## src/rtl/ram_test_pkg.sv

```systemverilog
// RAM stress test sequencer: shared state encoding and log entry sizing.
// Imported by the sequencer top and its error-log FIFO.
package ram_test_pkg;

  typedef enum logic [2:0] {
    S_IDLE,
    S_WPULSE,
    S_WRITE,
    S_APULSE,
    S_SETTLE,
    S_READ
  } state_t;

  function automatic int log_w(input int addr_w);
    return 2 + 2 * addr_w;
  endfunction

endpackage

```

## src/rtl/ram_test_sequencer_fifo.sv

```systemverilog
// Error-log FIFO: synchronous, power-of-two depth, sticky overflow flag.
// Head entry is presented combinationally; reads as zero when empty.
module error_log_fifo #(
  parameter int W     = 22,
  parameter int DEPTH = 8
) (
  input  logic         clk,
  input  logic         reset,
  input  logic         clear,
  input  logic         push,
  input  logic         pop,
  input  logic [W-1:0] wdata,
  output logic [W-1:0] rdata,
  output logic         full,
  output logic         empty,
  output logic         overflow
);

  localparam int AW = (DEPTH > 1) ? $clog2(DEPTH) : 1;

  logic [W-1:0] mem [DEPTH];
  logic [AW:0]  wp;
  logic [AW:0]  rp;
  logic         do_push;
  logic         do_pop;

  assign empty   = (wp == rp);
  assign full    = (wp[AW] != rp[AW]) &&
                   (wp[AW-1:0] == rp[AW-1:0]);
  assign do_pop  = pop && !empty;
  // a pop frees the slot, so a push into a full log still lands
  assign do_push = push && (!full || do_pop);
  assign rdata   = empty ? '0 : mem[rp[AW-1:0]];

  always_ff @(posedge clk) begin
    if (do_push && !reset && !clear) begin
      mem[wp[AW-1:0]] <= wdata;
    end
  end

  always_ff @(posedge clk) begin
    if (reset || clear) begin
      wp       <= '0;
      rp       <= '0;
      overflow <= 1'b0;
    end else begin
      if (do_push) wp <= wp + 1'b1;
      if (do_pop)  rp <= rp + 1'b1;
      if (push && full && !do_pop) overflow <= 1'b1;
    end
  end

endmodule

```

## src/rtl/ram_test_sequencer.sv

```systemverilog
// RAM stress test scheduler: write phase, align, settle, then a read
// window that counts and logs error events; single-pass or looping.
module ram_test_sequencer
  import ram_test_pkg::*;
#(
  parameter int ADDR_W        = 10,
  parameter int PULSE_CYCLES  = 4,
  parameter int WRITE_CYCLES  = 8192,
  parameter int SETTLE_CYCLES = 16,
  parameter int READ_CYCLES   = 65536,
  parameter int LOG_DEPTH     = 8,
  parameter int CNT_W         = 16
) (
  input  logic                       clk,
  input  logic                       reset,
  input  logic                       start,
  input  logic                       stop,
  input  logic                       continuous,
  input  logic                       error_1,
  input  logic                       error_2,
  input  logic [ADDR_W-1:0]          error_address_1,
  input  logic [ADDR_W-1:0]          error_address_2,
  output logic                       write_mem,
  output logic                       align,
  output logic                       busy,
  output logic                       done,
  output logic [7:0]                 pass_count,
  output logic [CNT_W-1:0]           err_count,
  input  logic                       log_rd,
  output logic                       log_valid,
  output logic [log_w(ADDR_W)-1:0]   log_data,
  output logic                       log_overflow
);

  localparam int LW   = log_w(ADDR_W);
  localparam int M1   = (WRITE_CYCLES > READ_CYCLES) ?
                        WRITE_CYCLES : READ_CYCLES;
  localparam int M2   = (PULSE_CYCLES > SETTLE_CYCLES) ?
                        PULSE_CYCLES : SETTLE_CYCLES;
  localparam int MAXC = (M1 > M2) ? M1 : M2;
  localparam int PW   = $clog2(MAXC + 1);

  state_t           state;
  state_t           nxt;
  logic [PW-1:0]    phase;
  logic [PW-1:0]    reload;
  logic             last;
  logic [CNT_W:0]   err_sum;
  logic             log_clear;
  logic             log_push;
  logic             log_full;
  logic             log_empty;

  assign last      = (phase == '0);
  assign log_clear = (state == S_IDLE) && start;
  assign log_push  = (state == S_READ) && (error_1 || error_2);
  assign log_valid = !log_empty;
  assign err_sum   = {1'b0, err_count} +
                     (CNT_W+1)'(error_1) +
                     (CNT_W+1)'(error_2);

  always_comb begin
    nxt = state;
    unique case (state)
      S_IDLE:   if (start) nxt = S_WPULSE;
      S_WPULSE: if (last)  nxt = S_WRITE;
      S_WRITE:  if (last)  nxt = S_APULSE;
      S_APULSE: if (last)  nxt = S_SETTLE;
      S_SETTLE: if (last)  nxt = S_READ;
      S_READ:   if (last)  nxt = continuous ? S_APULSE : S_IDLE;
      default:             nxt = S_IDLE;
    endcase
    if (stop && state != S_IDLE) nxt = S_IDLE;
  end

  always_comb begin
    reload = '0;
    unique case (nxt)
      S_WPULSE: reload = PW'(PULSE_CYCLES - 1);
      S_APULSE: reload = PW'(PULSE_CYCLES - 1);
      S_WRITE:  reload = PW'(WRITE_CYCLES - 1);
      S_SETTLE: reload = PW'(SETTLE_CYCLES - 1);
      S_READ:   reload = PW'(READ_CYCLES - 1);
      default:  reload = '0;
    endcase
  end

  always_ff @(posedge clk) begin
    if (reset) begin
      state      <= S_IDLE;
      phase      <= '0;
      write_mem  <= 1'b0;
      align      <= 1'b0;
      busy       <= 1'b0;
      done       <= 1'b0;
      pass_count <= '0;
      err_count  <= '0;
    end else begin
      state     <= nxt;
      write_mem <= (nxt == S_WPULSE);
      align     <= (nxt == S_APULSE);
      busy      <= (nxt != S_IDLE);
      done      <= (state == S_READ) && last &&
                   !continuous && !stop;
      if (nxt != state) begin
        phase <= reload;
      end else if (phase != '0) begin
        phase <= phase - 1'b1;
      end
      if (log_clear) begin
        pass_count <= '0;
        err_count  <= '0;
      end else if (state == S_READ) begin
        err_count <= err_sum[CNT_W] ? '1 : err_sum[CNT_W-1:0];
        if (last && !stop && pass_count != 8'hFF) begin
          pass_count <= pass_count + 8'd1;
        end
      end
    end
  end

  error_log_fifo #(
    .W     (LW),
    .DEPTH (LOG_DEPTH)
  ) u_log (
    .clk      (clk),
    .reset    (reset),
    .clear    (log_clear),
    .push     (log_push),
    .pop      (log_rd),
    .wdata    ({error_1, error_2, error_address_1, error_address_2}),
    .rdata    (log_data),
    .full     (log_full),
    .empty    (log_empty),
    .overflow (log_overflow)
  );

endmodule
```

## config.mk

```make
export PLATFORM = sky130hd
export DESIGN_NAME = ram_test_sequencer
export DESIGN_NICKNAME = d
export VERILOG_FILES = /design/src/rtl/ram_test_pkg.sv /design/src/rtl/ram_test_sequencer_fifo.sv /design/src/rtl/ram_test_sequencer.sv
export SDC_FILE = /design/constraint.sdc
export NUM_CORES = 1
export LEC_CHECK = 0
export ABC_CLOCK_PERIOD_IN_PS = 9100
export BUFFER_PORTS_ARGS = -buffer_cell sky130_fd_sc_hd__clkbuf_2
export CAP_MARGIN = 15
export CORE_MARGIN = 5
export CORE_UTILIZATION = 48
export DETAILED_ROUTE_END_ITERATION = 12
export PLACE_DENSITY_LB_ADDON = 0.25
export SETUP_SLACK_MARGIN = 0.5
export SYNTH_ARGS = -nofsm -noshare
export SYNTH_HDL_FRONTEND = slang
export SYNTH_HIERARCHICAL = 1
export SYNTH_SLANG_ARGS = --single-unit
```

## constraint.sdc

```tcl
create_clock -name clk -period 9.1 [get_ports clk]
set_clock_uncertainty 0.15 [all_clocks]
set_input_delay 0.455 -clock clk [delete_from_list [all_inputs] [get_ports clk]]
set_output_delay 0.455 -clock clk [all_outputs]
set_load 0.01 [all_outputs]
```

==> metrics, run 1 <==
status=finished clean; Starting Density=0.488; routed vias=between 5,000 and 6,000; Final setup viols=0; setup TNS=0 ns; Skew-Pair Late Insertion Delay=about 0.52 ns; # fillers=about 1,600; Leakage Power=approximately 3.8 nW; most common cell after layout, fill and taps aside=edfxtp_1; drt pass-1 iters=5; post-synth cell types=64; # port buffers=79; setup ws final=between 5 and 6 ns; Synth top area share=0.535; Hold Path Class=in2reg; nets@finish=779; cts bufs inserted=25; FFs w/ async S/R, synth=0; Worst Max-Slew Pin Slew=1.06 ns; Max-Cap Viols=0; I/O Pins=80; area leader, netlist=edfxtp_1; CTS H-tree lvls=1; Mapped Avg Cell Area=15.1 um2; share of post-route cells with drive strength above 1=0.262; Synthesized Nets=691; Critical Path End Type=flip-flop; initial antenna violation count=1; crit path time final=~3.5 ns; flops & latches, synth=236; drt wl/cell=about 19 um; vias per inst=roughly 5.6; crit-path max FO=14; Antenna Cells=0; DRC=0; num rows=52; type of origin of the critical path=flip-flop; Tcrit/Tclk final=0.389; post-route ant nets=0; first-pass GRT wire length=roughly 32,000 um; commonest cells after routing, fill and taps aside=edfxtp_1 (176), clkbuf_2 (79), dfxtp_1 (58); maximum VDD drop=roughly 0.18 mV; grt ovf=0; post-CTS setup buffer count=0; CTS-repair resized insts=0; RSZ-0062 raised after global routing=no; fin. max-slew vios=0; CTS Hold Bufs=0; Initial DRC Count=about 300; Root Driver=clkbuf_16; Clock Sinks=approximately 240; final hold viol count=0; DIE AREA=approximately 0.024 mm2; Post-synth EDFFs=around 180; TritonCTS clock tree=built; vias in the first global route=roughly 6,000; synth top area cells=edfxtp_1 (53%), dfxtp_1 (12%), mux4_2 (10%); clock-pin slew on the worst setup and hold paths=0.06 ns; Chip Height=between 150 and 200 um; crit path kind=reg2reg; commonest register cell after synthesis=edfxtp_1; Syn Inst Count=656; Netlist Area Pre-Place=slightly below 0.01 mm2; detailed-placement wirelength estimate=around 12,000 um; Area Overhead vs Synth=14.7%; DP Worst Slack=about 5.6 ns; largest net degree at the start of global routing=between 40 and 50; sequential area share after synthesis=0.656; die width=153 um; Critical Path RT=between 9 and 10 ns; CORE AREA=just over 0.02 mm2; WL final=19,500 um; Clock Tree Buf Depth=3; RePlAce Congestion=around 0.85; GRT Total Usage=0.167; synth warn=6; Max Fclk=approximately 280 MHz; Worst EP arrival=between 3 and 4 ns; Power Dens Cells=between 200 and 250 mW/mm2; Slew Limit Headroom=0.293
synthesized netlist by cell type, types with 12 or more instances:
cell / number
nand4_1: 13
o21ai_0: 17
xor2_1: 25
xnor2_1: 12
nor2_1: 55
clkbuf_1: 17
mux2i_1: 25
mux4_2: 44
a21oi_1: 22
edfxtp_1: 176
dfxtp_1: 60
nand3_1: 15
nand2_1: 29
inv_1: 17
nor3_1: 20
critical path: stages, from the launching register on:
cell     delay (ns)
dfxtp_1        0.55
nor3_1         0.16
and2_1         0.21
nor2_1         0.52
nand3_1        0.33
nor3_2         0.92
buf_4          0.39
layout make-up:
type | count | area (um2) | area share
timing repair buffer | 92 | 493 | 0.0435
sequential | 236 | 6490 | 0.572
multi-input combinational | 371 | 3220 | 0.284
clock inverter | 10 | 56.3 | 0.00497
clock buffer | 33 | 676 | 0.0596
inverter | 18 | 67.6 | 0.00596
tap | 270 | 338 | 0.0298
layer usage:
layer / routed length [um] / share of wire / GRT usage / up-vias
li1: - / - / - / 2709
met1: 8330 / 0.43 / 0.218 / 2936
met2: 9980 / 0.51 / 0.295 / 138
met3: 882 / 0.045 / 0.0325 / 30
met4: 340 / 0.017 / 0.0324 / 2
met5: 18 / 0.00092 / 0 / -
metrics by stage:
step | hold WS, ns | area, um2 | util | instances | power [mW]
2_1_floorplan | 0.345 | 9880 | - | 656 | 1.44
3_5_place_dp | 0.376 | 10600 | 0.524 | 987 | 1.50
5_1_grt | 0.0569 | 11300 | 0.560 | 1030 | 2.50
6_report | 0.0578 | 11300 | 0.560 | 1030 | 2.38
4_1_cts | 0.0355 | 11300 | 0.560 | 1030 | 2.41
3_3_place_gp | 0.348 | 10600 | 0.524 | 987 | 1.49
power by group:
group	internal [mW]	total, mW	switching, mW	leakage (nW)
Clock	0.520	0.899	0.380	0.358
Combinational	0.109	0.283	0.174	1.39
Sequential	1.18	1.20	0.0215	2.07
cell families (layout without fill, tap and decap cells):
family | count (synthesis) | after routing | synth area share
xor+xnor | 38 | 38 | 0.0356
simple gates | 182 | 182 | 0.0997
mux | 70 | 70 | 0.127
buf+inv | 49 | 153 | 0.0232
flops | 236 | 236 | 0.656
compound gates | 74 | 74 | 0.0484
fa+ha+maj | 7 | 7 | 0.00962
final timing paths:
check | startpoint | to | slack (ns) | cells after the start
worst max-delay path | state[2]$_SDFF_PP0_ | u_log/mem[3][12]$_DFFE_PP_ | 5.56 | 6
worst min-delay path | error_address_1[9] | u_log/mem[2][19]$_DFFE_PP_ | 0.06 | 1
worst max register to register | state[2]$_SDFF_PP0_ | u_log/mem[3][12]$_DFFE_PP_ | 5.56 | 6
worst min register to register | u_log/overflow$_SDFFE_PP0P_ | u_log/overflow$_SDFFE_PP0P_ | 0.39 | 2
flip-flops by register name (all words and copies together) (netlist names), named ones only:
name / count
busy: 1
u_log/mem: 176
write_mem: 1
align: 1
err_count: 16
state: 3
u_log/wp: 4
pass_count: 8
u_log/overflow: 1
done: 1
u_log/rp: 4
phase: 17
No activity file was read; power rests on OpenSTA's default activity.
==> run 2: changes to the inputs <==
ABC_AREA = 1   (was unset)
ABC_CLOCK_PERIOD_IN_PS = 2880   (was 9100)
clock period = 2.88 ns   (was 9.1 ns; I/O delays follow)
==> run 2 against run 1 <==
Compared with the run above: die area increased by 5.2%; non-clock buffer count increased by 59; combinational power increased to 8.1 times the previous value; highest routed layer is now met4; critical endpoint is now log_data[21].
==> metrics, run 2 <==
Area Overhead vs Synth=21.4% (was 14.7%); RePlAce Congestion=0.838 (was 0.855); I/O Pins=80 (unchanged); Antenna Cells=0 (unchanged); Critical Path End Type=output port (was flip-flop); Chip Height=157 um (was 153 um); type of origin of the critical path=flip-flop (unchanged); Syn Inst Count=1,028 (was 656); clock-pin slew on the worst setup and hold paths=0.06 ns (about the same); num rows=54 (was 52); Max Fclk=about 430 MHz; GRT Total Usage=0.186 (was 0.167); Slew Limit Headroom=0.653 (was 0.293); Worst EP arrival=2.02 ns (was 3.59 ns); Mapped Avg Cell Area=10.1 um2 (was 15.1 um2); Starting Density=0.482 (was 0.488); maximum VDD drop=0.751 mV (was 0.175 mV); status=finished clean (unchanged); crit path time final=roughly 2.3 ns; Leakage Power=4.89 nW (was 3.82 nW); share of post-route cells with drive strength above 1=0.206 (was 0.262); Netlist Area Pre-Place=0.0104 mm2 (was 0.00988 mm2); TritonCTS clock tree=built (unchanged); routed vias=7,693 (was 5,815); grt ovf=0 (unchanged); nets@finish=1,202 (was 779); CTS H-tree lvls=1 (unchanged); final hold viol count=0 (unchanged); Clock Sinks=236 (unchanged); largest net degree at the start of global routing=89 (was 45); crit-path max FO=23 (was 14); fin. max-slew vios=0 (unchanged); Hold Path Class=in2reg (unchanged); Initial DRC Count=535 (was 303); detailed-placement wirelength estimate=13,700 um (was 12,400 um); Max-Cap Viols=0 (unchanged); most common cell after layout, fill and taps aside=nor2_1 (was edfxtp_1); Non-Filler Instances=1,462 (was 1,030); total power=9.01 mW (was 2.38 mW); DIE AREA=0.0248 mm2 (was 0.0236 mm2); Power Dens Cells=712 mW/mm2 (was 210 mW/mm2); Synthesized Nets=1,063 (was 691); synth warn=6 (unchanged); die width=157 um (was 153 um); initial antenna violation count=0 (was 1); Root Driver=clkbuf_16 (unchanged); Placed Instances=1,368 (was 987); first-pass GRT wire length=37,100 um (was 31,900 um); # port buffers=79 (unchanged); max reg flops=176 (unchanged); setup TNS=0 ns (unchanged); Critical Path RT=2.59 ns (was 9.15 ns); Tcrit/Tclk final=0.804; crit path kind=reg2out (was reg2reg); post-route ant nets=0 (unchanged); cts bufs inserted=25 (unchanged); drt wl/cell=16.4 um (was 19.0 um); Clock Tree Buf Depth=3 (unchanged); Worst Max-Slew Pin Slew=0.519 ns (was 1.06 ns); Final setup viols=0 (unchanged); # fillers=1,845 (was 1,609); CORE AREA=0.0216 mm2 (was 0.0202 mm2); WL final=24,000 um (was 19,500 um); DRC=0 (unchanged); Skew-Pair Late Insertion Delay=0.51 ns (was 0.52 ns); RSZ-0062 raised after global routing=yes (was no); commonest cells after routing, fill and taps aside=nor2_1 (228), edfxtp_1 (176), o21ai_0 (142) (was edfxtp_1 (176), clkbuf_2 (79), dfxtp_1 (58)); drt pass-1 iters=7 (was 5); vias in the first global route=7,368 (was 6,016); vias per inst=5.26 (was 5.65)
## run 2: where the power goes
part           internal [mW]  switching (mW)  total, mW
clock network           1.60            1.25       2.85
registers               3.77           0.101       3.87
logic                  0.856            1.44       2.29
## run 2: metal layers
layer	wire length [um]	up-vias	GRT usage
li1	-	3801	-
met1	10400	3641	0.247
met2	11800	219	0.319
met3	1430	32	0.0256
met4	367	0	0.0524
met5	0	-	0
## run 2: worst paths after layout
kind | startpoint | to | cells after the start | slack [ns]
worst min register to register | u_log/overflow$_SDFFE_PP0P_ | u_log/overflow$_SDFFE_PP0P_ | 2 | 0.30
worst max register to register | state[2]$_SDFF_PP0_ | u_log/mem[7][6]$_DFFE_PP_ | 9 | 0.63
worst min-delay path | continuous | state[0]$_SDFF_PP0_ | 7 | 0.09
worst max-delay path | flip-flop | log_data[21] | 8 | 0.56
## run 2: area by class of cell
class	count	area, um2	share of cell area
Tap cell	280	350	0.0277
Clock inverter	10	63.8	0.00504
Sequential cell	236	6500	0.514
Inverter	61	241	0.0191
Clock buffer	32	652	0.0515
Multi-Input combinational cell	692	3630	0.287
Timing Repair Buffer	151	1210	0.0959
## run 2: what timing repair did
action | CTS | global route
setup endpoints to repair | 75 | 217
resized for setup | 11 | 37
setup buffers | 1 | 15
pin swaps | 2 | 13
gates cloned | 2 | 5
hold buffers | 29 | 0
hold endpoints to repair | 211 | 0
## run 2: per-stage QoR
stage | area (um2) | hold WS, ns | setup slack [ns] | utilization
3_3_place_gp | 11200 | 0.210 | 0.470 | 0.518
4_1_cts | 12300 | 0.0628 | 0.400 | 0.569
3_5_place_dp | 11200 | 0.205 | 0.402 | 0.518
6_report | 12700 | 0.0936 | 0.563 | 0.585
5_1_grt | 12700 | 0.133 | 0.443 | 0.585
2_1_floorplan | 10400 | 0.0705 | 0.168 | -
## run 2: critical path, cell delays in order (launching register included)
cell and delay [ns]:
dfxtp_4 0.39, buf_4 0.16, clkbuf_16 0.19, nor2_1 0.10, o21ai_0 0.07, o21ai_0 0.07
o21ai_0 0.09, nor2_1 0.24, clkbuf_2 0.19
